$ cat config.mk
export PLATFORM = sky130hd
export DESIGN_NAME = jk_op_arbiter_flat
export DESIGN_NICKNAME = d
export VERILOG_FILES = /design/src/rtl/jk_pkg.sv /design/src/rtl/jk_op_arbiter_if.sv /design/src/rtl/rr_arbiter.sv /design/src/rtl/jk_op_arbiter.sv /design/src/flat_wrapper.sv
export SDC_FILE = /design/constraint.sdc
export NUM_CORES = 1
export LEC_CHECK = 0
export ABC_AREA = 1
export BUFFER_PORTS_ARGS = -buffer_cell sky130_fd_sc_hd__buf_2
export CELL_PAD_IN_SITES_DETAIL_PLACEMENT = 0
export CELL_PAD_IN_SITES_GLOBAL_PLACEMENT = 1
export CORE_AREA = 2 2 80 52
export CTS_BUF_LIST = sky130_fd_sc_hd__clkbuf_4
export CTS_CLUSTER_DIAMETER = 120
export DETAILED_ROUTE_END_ITERATION = 8
export DIE_AREA = 0 0 82 54
export PLACE_DENSITY = 0.91
export SYNTH_ARGS = -nofsm -noshare
export SYNTH_HDL_FRONTEND = slang
export SYNTH_SLANG_ARGS = --single-unit
export TNS_END_PERCENT = 20
$ cat constraint.sdc
create_clock -name clk -period 2.5 [get_ports clk]
set_input_delay 0.5 -clock clk [delete_from_list [all_inputs] [get_ports clk]]
set_output_delay 0.5 -clock clk [all_outputs]
set_load 0.01 [all_outputs]
$ cat src/rtl/jk_pkg.sv
// Shared types and the result predictor for the JK operation arbiter.
// jk_expected works on JK_MAX_W-bit vectors; callers zero-extend and truncate.
package jk_pkg;

  localparam int JK_MAX_W = 32;

  typedef enum logic [1:0] {
    OP_HOLD   = 2'b00,
    OP_CLR    = 2'b01,
    OP_SET    = 2'b10,
    OP_TOGGLE = 2'b11
  } op_t;

  typedef enum logic [1:0] {
    IDLE,
    DRIVE,
    CHECK
  } state_t;

  // Predicted Q after one JK clock: unmasked bits keep their snapshot value.
  function automatic logic [JK_MAX_W-1:0] jk_expected(
    input logic [JK_MAX_W-1:0] snap,
    input op_t                 op,
    input logic [JK_MAX_W-1:0] mask
  );
    logic [JK_MAX_W-1:0] res;
    case (op)
      OP_CLR:    res = snap & ~mask;
      OP_SET:    res = snap | mask;
      OP_TOGGLE: res = snap ^ mask;
      default:   res = snap;
    endcase
    return res;
  endfunction

endpackage

$ cat src/rtl/jk_op_arbiter_if.sv
// Request/JK-bank bundle between the requesters, the flop bank and the arbiter.
// master is the environment side (requesters plus bank Q); slave is the arbiter.
interface jk_op_arbiter_if #(
  parameter int NUM_REQ = 2,
  parameter int WIDTH   = 4
);

  logic [NUM_REQ-1:0]       req;
  logic [2*NUM_REQ-1:0]     op;
  logic [WIDTH*NUM_REQ-1:0] mask;
  logic [WIDTH-1:0]         Q;
  logic [WIDTH-1:0]         J;
  logic [WIDTH-1:0]         K;
  logic [NUM_REQ-1:0]       gnt;
  logic [NUM_REQ-1:0]       done;
  logic                     err;
  logic                     busy;

  modport master (
    output req, op, mask, Q,
    input  J, K, gnt, done, err, busy
  );

  modport slave (
    input  req, op, mask, Q,
    output J, K, gnt, done, err, busy
  );

endinterface

$ cat src/rtl/rr_arbiter.sv
// Combinational round-robin picker: first set req at or after pointer, wrapping.
// Works by rotating req down by pointer, taking the lowest set bit, rotating back.
module rr_arbiter #(
  parameter int N = 2
) (
  input  logic [N-1:0]         req,
  input  logic [$clog2(N)-1:0] pointer,
  output logic [N-1:0]         winner,
  output logic                 valid
);

  logic [N-1:0] rot;
  logic [N-1:0] pick;
  logic [N:0]   seen;

  assign rot     = N'({req, req} >> pointer);
  assign seen[0] = 1'b0;

  for (genvar g = 0; g < N; g++) begin : g_first
    assign pick[g]   = rot[g] & ~seen[g];
    assign seen[g+1] = seen[g] | rot[g];
  end

  assign winner = N'(({pick, pick} << pointer) >> N);
  assign valid  = seen[N];

endmodule

$ cat src/rtl/jk_op_arbiter.sv
// Arbitrates NUM_REQ requesters onto one JK flop bank: drives J/K for one
// clock, then compares the bank's Q against the predicted result.
module jk_op_arbiter
  import jk_pkg::*;
#(
  parameter int NUM_REQ = 2,
  parameter int WIDTH   = 4
) (
  input logic            clk,
  input logic            rst,
  jk_op_arbiter_if.slave bus
);

  localparam int PW = $clog2(NUM_REQ);

  state_t             state_q, state_d;
  logic [PW-1:0]      ptr_q, ptr_d;
  logic [NUM_REQ-1:0] win_oh, winner_q, gnt_q;
  logic               win_valid;
  op_t                op_q, sel_op;
  logic [WIDTH-1:0]   mask_q, snap_q, sel_mask;
  logic [WIDTH-1:0]   j_q, k_q, j_d, k_d, exp_q;

  logic [1:0]         op_acc   [NUM_REQ+1];
  logic [WIDTH-1:0]   mask_acc [NUM_REQ+1];
  logic [PW-1:0]      ptr_acc  [NUM_REQ+1];

  rr_arbiter #(.N(NUM_REQ)) u_rr (
    .req     (bus.req),
    .pointer (ptr_q),
    .winner  (win_oh),
    .valid   (win_valid)
  );

  // One-hot AND-OR mux of the winner's op/mask and its successor pointer
  assign op_acc[0]   = '0;
  assign mask_acc[0] = '0;
  assign ptr_acc[0]  = ptr_q;

  for (genvar g = 0; g < NUM_REQ; g++) begin : g_sel
    assign op_acc[g+1]   = op_acc[g] | (bus.op[2*g +: 2] & {2{win_oh[g]}});
    assign mask_acc[g+1] = mask_acc[g] | (bus.mask[WIDTH*g +: WIDTH] & {WIDTH{win_oh[g]}});
    assign ptr_acc[g+1]  = win_oh[g] ? PW'((g + 1) % NUM_REQ) : ptr_acc[g];
  end

  assign sel_op   = op_t'(op_acc[NUM_REQ]);
  assign sel_mask = mask_acc[NUM_REQ];
  assign ptr_d    = ptr_acc[NUM_REQ];
  assign j_d      = sel_mask & {WIDTH{sel_op == OP_SET || sel_op == OP_TOGGLE}};
  assign k_d      = sel_mask & {WIDTH{sel_op == OP_CLR || sel_op == OP_TOGGLE}};

  always_comb begin
    state_d = state_q;
    case (state_q)
      IDLE:    if (win_valid) state_d = DRIVE;
      DRIVE:   state_d = CHECK;
      CHECK:   state_d = IDLE;
      default: state_d = IDLE;
    endcase
  end

  always_ff @(posedge clk or posedge rst) begin
    if (rst) state_q <= IDLE;
    else     state_q <= state_d;
  end

  // Grant, J/K and the operation context are captured together on the grant edge
  always_ff @(posedge clk or posedge rst) begin
    if (rst) begin
      ptr_q    <= '0;
      winner_q <= '0;
      gnt_q    <= '0;
      j_q      <= '0;
      k_q      <= '0;
      op_q     <= OP_HOLD;
      mask_q   <= '0;
      snap_q   <= '0;
    end else begin
      case (state_q)
        IDLE: begin
          if (win_valid) begin
            gnt_q    <= win_oh;
            j_q      <= j_d;
            k_q      <= k_d;
            op_q     <= sel_op;
            mask_q   <= sel_mask;
            snap_q   <= bus.Q;
            winner_q <= win_oh;
            ptr_q    <= ptr_d;
          end
        end
        DRIVE: begin
          gnt_q <= '0;
          j_q   <= '0;
          k_q   <= '0;
        end
        default: ;
      endcase
    end
  end

  assign exp_q    = WIDTH'(jk_expected(JK_MAX_W'(snap_q), op_q, JK_MAX_W'(mask_q)));
  assign bus.J    = j_q;
  assign bus.K    = k_q;
  assign bus.gnt  = gnt_q;
  assign bus.done = (state_q == CHECK) ? winner_q : '0;
  assign bus.err  = (state_q == CHECK) && (bus.Q != exp_q);
  assign bus.busy = (state_q != IDLE);

endmodule

$ cat src/flat_wrapper.sv
// flat-port wrapper written by rule: the top's interface ports become plain ports
module jk_op_arbiter_flat import jk_pkg::*;
#(
  parameter int NUM_REQ = 2,
  parameter int WIDTH   = 4
)
  (clk, rst, bus_req, bus_op, bus_mask, bus_Q, bus_J, bus_K, bus_gnt, bus_done, bus_err, bus_busy);
  jk_op_arbiter_if #(.NUM_REQ(NUM_REQ), .WIDTH(WIDTH)) bus_i ();
  input logic clk;
  input logic rst;
  input wire logic [$bits(bus_i.req)-1:0] bus_req;
  input wire logic [$bits(bus_i.op)-1:0] bus_op;
  input wire logic [$bits(bus_i.mask)-1:0] bus_mask;
  input wire logic [$bits(bus_i.Q)-1:0] bus_Q;
  output wire logic [$bits(bus_i.J)-1:0] bus_J;
  output wire logic [$bits(bus_i.K)-1:0] bus_K;
  output wire logic [$bits(bus_i.gnt)-1:0] bus_gnt;
  output wire logic [$bits(bus_i.done)-1:0] bus_done;
  output wire logic [$bits(bus_i.err)-1:0] bus_err;
  output wire logic [$bits(bus_i.busy)-1:0] bus_busy;
  assign bus_i.req = bus_req;
  assign bus_i.op = bus_op;
  assign bus_i.mask = bus_mask;
  assign bus_i.Q = bus_Q;
  assign bus_J = bus_i.J;
  assign bus_K = bus_i.K;
  assign bus_gnt = bus_i.gnt;
  assign bus_done = bus_i.done;
  assign bus_err = bus_i.err;
  assign bus_busy = bus_i.busy;
  jk_op_arbiter #(.NUM_REQ(NUM_REQ), .WIDTH(WIDTH)) u_core (.clk(clk), .rst(rst), .bus(bus_i));
endmodule
==> Word level (Yosys, flattened, before mapping) <==
Cells that the tools add are included.
{ "op_classes": {"n_shift": 2, "eq_ne": 10, "bitwise": 15, "n_reduce_logical": 10, "mux": 12} }
{ "op_table": {"columns": ["cell", "count"], "rows": [
  ["bitwise AND 4 bit", 5],
  ["case mux 4 bit (2 select lines)", 2],
  ["case mux 4 bit (3 select lines)", 1],
  ["== test 2 bit (second input constant)", 5],
  ["two-way mux 4 bit", 2],
  ["OR 4 bit", 2],
  ["case mux 2 bit (2 select lines)", 2],
  ["== test 2 x 1 -> 1 bit (second input constant)", 3],
  ["two-way mux 2 bit", 3],
  ["nonzero test 2 bit", 3],
  ["bitwise AND 2 bit", 2],
  ["inequality test 4 bit", 1],
  ["NOT 4 bit", 1],
  ["AND reduction 2 bit", 2],
  ["<< shifter 4 x 1 -> 4 bit", 1],
  ["right shift 4 x 1 -> 2 bit", 1],
  ["XOR 4 bit", 1],
  ["AND reduction 3 bit", 1],
  ["zero test 2 bit", 1],
  ["logical OR 1 bit", 2],
  ["two-way mux 1 bit", 2],
  ["inequality test 2 bit (second input constant)", 1],
  ["OR 2 bit", 1],
  ["bitwise AND 1 bit", 1],
  ["3 further kinds", 3]
]} }
{ "totals": {"wordCells": 58, "register_bits": 25, "inputBits": 20} }

==> Longest topological paths before layout <==
Gate-level depths: netlist of run 1.
{ "depth": {"depth_word": 11, "ltp_mapped": 11} }

==> By module <==
From an unflattened synthesis of run 1, not the netlist that was laid out.
{ "unflattened": {"hier_cells": 184, "hier_area_um2": 1466.4} }
{ "by_module_without_submodules": {"columns": ["mod", "area_each_um2", "cells_per_inst", "instances", "seq_area_each_um2"], "rows": [
  ["jk_op_arbiter", 1440.1, 178, 1, 625.6],
  ["rr_arbiter", 26.3, 6, 1, 0.0]
]} }

==> Worst setup path after synthesis of run 1 <==
OpenSTA, ideal clock, no wires.
{ "synth_path": {"path_type": "register to output", "startpoint": "register u_core.snap_q[1]", "endpoint": "output bus_err", "stages_incl_launch_ff": 10, "t_arrival_ps": 1282, "setup_slack_ps": 718, "path_buffers": 0, "cell_sequence": "dfrtp_1 inv_1 ha_1 nand3_1 nand3_1 nor2_1 nand2_1 nand2_1 nor2_1 a21oi_1"} }
{ "synth_between": {"elab_chain_len": 4} }
{ "synth_rtl": {"columns": ["item", "line", "text"], "rows": [
  ["start: declaration", "jk_op_arbiter.sv:21", "logic [WIDTH-1:0] mask_q, snap_q, sel_mask;"],
  ["start signal: assignment", "jk_op_arbiter.sv:87", "snap_q <= bus.Q;"],
  ["XOR 4 bit, or another cell as far along", "jk_pkg.sv:30", "OP_TOGGLE: res = snap ^ mask;"],
  ["case mux 4 bit (3 select lines) (*)", "jk_pkg.sv:27", "case (op)"],
  ["inequality test 4 bit (*)", "jk_op_arbiter.sv:107", "assign bus.err = (state_q == CHECK) && (bus.Q != exp_q);"],
  ["logical AND 1 bit (*)", "jk_op_arbiter.sv:107", null],
  ["end: declaration", "flat_wrapper.sv:19", "output wire logic [$bits(bus_i.err)-1:0] bus_err;"]
]} }
Every way passes the cells marked *; elsewhere a longest branch is shown, timed or not.

==> Final worst setup path of run 1 <==
{ "layout_path": {"startpoint": "register u_core.snap_q[0]", "endpoint": "output bus_err"} }
Same word-level chain as after synthesis.

==> impl_metrics.json, run 1 <==
{
  "highest-signal-layer": "met3",
  "cp_cell_sequence": "inv_1 -> ha_1 -> nand3_1 -> nand2_1 -> inv_1 -> nand4_1 -> nand2_1 -> nand2_1 -> inv_1 -> a21oi_1 -> buf_2",
  "crit_fanout": 4,
  "grt_overflow": 0,
  "ys_ff_latch": 25,
  "vdd_ir_drop_max_v": 0.000514,
  "tightestPinTransition_ns": 0.384,
  "slew_violations": 0,
  "dp_cells": 272,
  "met2_length_um": 1260,
  "initial_core_util_pct": 40.1,
  "diodes": 0,
  "die_area_um2": 4430,
  "coreArea_um2": 3780,
  "tns_ns": 0,
  "antenna_left": 0,
  "r2r-start": "u_core.ptr_q",
  "cts_buffers": 3,
  "path_buf_inv": 4,
  "grt_use_total_pct": 16.0,
  "met1Wirelength_um": 1670,
  "drive_above_1_share_pct": 23.0,
  "area.growth.synth_to_final_pct": 12.6,
  "placed_area_um2": 1680,
  "fin_area_um2": 1710,
  "synth_area_leaders": "dfrtp_1 (41%), nand3_1 (12%), nand2_1 (9.6%)",
  "crit_required_ns": 2.00,
  "layout.nets": 255,
  "fin_crit_ns": 2.31,
  "die_y_um": 54,
  "period_share_pct": 92.3,
  "arrival_ns": 1.81,
  "clk_pin_slew_ns": 0.13,
  "drc": 0,
  "insertion_delay_ns": 0.32,
  "vias_per_cell": 4.71,
  "clock-skew-final_ns": 0.00479,
  "fillCellCount": 396,
  "fp-row-count": 18,
  "io_pins": 34,
  "maxSlewHeadroom_pct": 74.4,
  "slowest_stage": "dfrtp_1",
  "fmax_mhz": 433,
  "hold_ws_ns": 0.200,
  "hold_viol_final": 0,
  "holdCritPathClass": "in -> async",
  "setup_viol_count_final": 0,
  "synth_area_um2": 1520,
  "power_density_nw_per_um2": 1080,
  "start_kind": "register",
  "syn_inst": 194,
  "cap_violations": 0,
  "fin_cells": 276,
  "crit_cells": 11,
  "postCtsSetupRepairBufs": 0,
  "first_pass_iters": 4,
  "rr_worst_depth": 7,
  "synth_warnings": 0,
  "antenna_found_initial": 0,
  "htree_levels": 1,
  "max_stage_delay_ns": 0.43,
  "dpl.hpwl_um": 2390,
  "cts_tree": "yes",
  "rsz0062_at_grt": "false",
  "clockBufferDepth": 2,
  "gp_congestion": 0.785,
  "yosysSeqAreaShare_pct": 41.2,
  "grt_max_degree": 26,
  "p_leak_nw": 0.982,
  "crit_start": "u_core.snap_q[0]",
  "portBuffers": 33,
  "synth_top_area_share_pct": 41.2,
  "synth_top_area_cell": "dfrtp_1",
  "synth.distinct_cells": 20,
  "wire_per_inst_um": 11.3,
  "synth_nets": 222,
  "grt_pass1_vias": 1201,
  "routed_wl_um": 3110,
  "vias": 1301,
  "drt-initial-drc-count": 71,
  "path_delay_family": "flip-flops",
  "path_class": "reg -> out",
  "root_buffer": "clkbuf_4",
  "clkSinkCount": 25,
  "worstSetupEndpointType": "output pin",
  "status": "complete, no violations",
  "die_w_um": 82,
  "wl_met3_um": 185,
  "grt_pass1_wl_um": 5380,
  "synth.avg_cell_area_um2": 7.83
}
## timing repair
action,in CTS,in global routing
endpoints found under the setup margin,0,1
gates resized for setup,0,1
hold buffers,0,0
## flip-flops by register name (all words and copies together), names as in the netlist
register	count
u_core.op_q	2
u_core.bus.J	4
u_core.bus.gnt	2
u_core.state_q	2
u_core.ptr_q	1
u_core.snap_q	4
u_core.mask_q	4
u_core.winner_q	2
u_core.bus.K	4
## cell families after synthesis
kind of cell / Yosys count / synth area share (%)
and+or+nand+nor: 92 / 27.0
buffers and inverters: 43 / 14.4
adders and majority gates: 8 / 6.59
DFF: 25 / 41.2
AOI/OAI and AO/OA: 26 / 10.8
## synth_stat cells
master / instances
buf_6: 4
o21ai_1: 2
o21ai_0: 16
or2_2: 1
nand2_1: 39
clkbuf_8: 1
o21ai_2: 6
a21oi_1: 1
dfrtp_1: 25
nand3b_1: 1
nand2_2: 2
ha_1: 8
nand4_1: 4
o21ai_4: 1
buf_12: 1
inv_2: 2
nand3_1: 35
inv_1: 34
nor2_1: 10
buf_2: 1
## power by group
group / internal (W) / switching, W
sequential: 0.000567 / 0.000126
combinational: 0.000351 / 0.000617
clock: 0.0000733 / 0.000118
total: 0.000991 / 0.000861
## per-layer routing
metal	up-vias	GRT usage (%)
li1	684	-
met1	585	22.7
met2	32	25.1
met3	0	4.53
met4	0	1.67
met5	-	0
## stage by stage
stage / setup WS (ns) / utilization, % / total power (W)
final: 0.193 / 45.2 / 0.00185
after global routing: 0.000406 / 45.2 / 0.00207
after CTS: 0.148 / 45.1 / 0.00187
after detailed placement: 0.522 / 44.3 / 0.00167
after global placement: 0.546 / 44.3 / 0.00165
after floorplan: 0.718 / - / 0.00149
## worst reg2reg max path, delay by kind of cell, from the launching register on
family                 cells  cell delay (ns)
DFF                        1             0.46
and+or+nand+nor            5             0.60
buffers and inverters      1             0.27
AOI/OAI and AO/OA          1             0.20
## final timing paths
| path | end | slack (ns) |
|---|---|---|
| worst max-delay path | bus_err | 0.19 |
| worst min-delay path | u_core.snap_q[3] | 0.20 |
| worst max register to register | u_core.bus.J[0] | 0.89 |
| worst min register to register | u_core.state_q[1] | 0.48 |
| max in group asynchronous | u_core.bus.K[1] | 2.05 |
| min in group clk | u_core.snap_q[3] | 0.46 |
## placed cells by master, fill, tap and decap left out, drive strengths merged, types with 4 or more instances in the layout
| cell type | netlist | final |
|---|---|---|
| nand2 | 41 | 41 |
| inv | 36 | 36 |
| nand3 | 35 | 35 |
| buf | 6 | 35 |
| dfrtp | 25 | 25 |
| o21ai | 25 | 25 |
| nor2 | 10 | 10 |
| ha | 8 | 8 |
| nand4 | 4 | 4 |
| clkbuf | 1 | 4 |
## area by class of cell
type | instances | area, µm² | area share [%]
clock buffer | 4 | 30.0 | 1.76
inverter | 36 | 135 | 7.90
multi-input combinational | 126 | 677 | 39.6
sequential | 25 | 626 | 36.6
tap | 50 | 62.6 | 3.66
timing repair buffer | 35 | 180 | 10.5
Note: power is estimated with default switching activity, not from simulation.
==> inputs of run 2 (changes only) <==
Settings changed: BUFFER_PORTS_ARGS -buffer_cell sky130_fd_sc_hd__buf_2 to not set, CORE_AREA 2 2 80 52 to 2 2 76 49, DIE_AREA 0 0 82 54 to 0 0 78 51, DONT_BUFFER_PORTS set to 1, PLACE_DENSITY 0.91 to 0.88.
==> impl_metrics.json, run 2 (synthesis results as in run 1) <==
{
  "met2_length_um": 1180,
  "wire_per_inst_um": 12.6,
  "area.growth.synth_to_final_pct": 1.32,
  "drt-initial-drc-count": 84,
  "r2r_end": "u_core.bus.J[2]",
  "rsz0062_at_grt": "false",
  "cts_tree": "yes",
  "root_buffer": "clkbuf_4",
  "initial_core_util_pct": 44.6,
  "arrival_ns": 1.81,
  "met1Wirelength_um": 1580,
  "start_kind": "register",
  "portBuffers": 0,
  "fin_area_um2": 1540,
  "clkSinkCount": 25,
  "fin_crit_ns": 2.31,
  "tightestPinTransition_ns": 0.378,
  "tns_ns": 0,
  "io_pins": 34,
  "final_common_cell": "nand2_1",
  "dpl.hpwl_um": 2350,
  "fmax_mhz": 433,
  "cts_buffers": 3,
  "grt_pass1_wl_um": 5160,
  "crit_required_ns": 2.00,
  "die_area_um2": 3980,
  "wl_met3_um": 253,
  "placed_area_um2": 1510,
  "slew_violations": 0,
  "clk_pin_slew_ns": 0.14,
  "vias_per_cell": 4.99,
  "final_cell_mix": "nand2_1 (39), nand3_1 (35), inv_1 (34)",
  "clock-skew-final_ns": 0.0104,
  "power_density_nw_per_um2": 1150,
  "cap_violations": 0,
  "holdCritPathClass": "in -> async",
  "status": "complete, no violations",
  "grt_overflow": 0,
  "antenna_left": 0,
  "worstSetupEndpointType": "output pin",
  "crit_start": "u_core.snap_q[3]",
  "clockBufferDepth": 2,
  "gp_congestion": 0.825,
  "drc": 0,
  "p_leak_nw": 0.835,
  "r2r_slack_ns": 0.93,
  "highest-signal-layer": "met4",
  "critPathCapture": "bus_err",
  "period_share_pct": 92.3,
  "path_class": "reg -> out",
  "diodes": 0,
  "hold_viol_final": 0,
  "insertion_delay_ns": 0.33,
  "die_y_um": 51,
  "coreArea_um2": 3400,
  "die_w_um": 78,
  "htree_levels": 1,
  "routed_wl_um": 3030,
  "layout.nets": 222,
  "setup_viol_count_final": 0,
  "rr_worst_depth": 7,
  "crit_fanout": 4,
  "first_pass_iters": 4,
  "final_core_util_pct": 45.2,
  "postCtsSetupRepairBufs": 0,
  "r2r-start": "u_core.ptr_q",
  "vdd_ir_drop_max_v": 0.000454,
  "grt_max_degree": 26,
  "antenna_found_initial": 0,
  "vias": 1198,
  "grt_use_total_pct": 16.6,
  "drive_above_1_share_pct": 9.84,
  "hold_ws_ns": 0.101,
  "maxSlewHeadroom_pct": 74.8,
  "grt_pass1_vias": 1093,
  "fp-row-count": 17
}
run 2: cell types whose count changed in the layout (fill, tap and decap cells not counted):
cell / delta
buf_2: -33
clkinv_2: +1
clkbuf_4: -1
run 2: layer usage:
metal,GRT usage (%),up-vias
met3,6.01,2
met4,2.63,0
li1,-,619
met2,22.3,34
met5,0,-
met1,25.5,543
run 2: worst min-delay path by stage:
| stage | from | to | slack (ns) | cells after the start |
|---|---|---|---|---|
| finish | rst | u_core.mask_q[1] | 0.10 | 2 |
| global route | rst | u_core.bus.K[3] | 0.12 | 2 |
| CTS | rst | u_core.snap_q[0] | 0.10 | 2 |
| detailed placement | u_core.state_q[1] | u_core.state_q[1] | 0.45 | 1 |
| global placement | u_core.state_q[1] | u_core.state_q[1] | 0.45 | 1 |
| floorplan | u_core.state_q[1] | u_core.state_q[1] | 0.44 | 1 |
run 2: final cells by class:
class	instances	area [µm²]
fill	361	1860
multi-input combinational	126	677
sequential	25	626
inverter	36	135
tap	47	58.8
clock buffer	3	22.5
timing repair buffer	2	15.0
clock inverter	1	5.00
run 2: report_power, final:
part / internal, W / leakage (nW) / switching [W]
Clock: 0.0000601 / 0.0177 / 0.000123
Sequential: 0.000567 / 0.322 / 0.000164
Combinational: 0.000289 / 0.496 / 0.000561
Total: 0.000916 / 0.835 / 0.000848
run 2: through the flow:
step | setup slack (ns) | cells | total power, W
2_1_floorplan | 0.718 | 194 | 0.00149
3_3_place_gp | 0.564 | 236 | 0.00158
3_5_place_dp | 0.564 | 236 | 0.00159
4_1_cts | 0.172 | 240 | 0.00178
5_1_grt | 0.0134 | 240 | 0.00195
6_report | 0.193 | 240 | 0.00176
run 2: critical path: stages, from the launching register on:
cell and delay, ns:
dfrtp_1 0.44, inv_1 0.06, ha_1 0.28, nand3_1 0.12
nand3_1 0.09, nor2_1 0.09, nand2_1 0.05, nand2_1 0.05
nor2_1 0.04, a21oi_1 0.26
run 2: what timing repair did:
action | 4_1_cts | 5_1_grt
hold buffers | 0 | 0
resized for setup | 0 | 1
setup endpoints to repair | 0 | 1
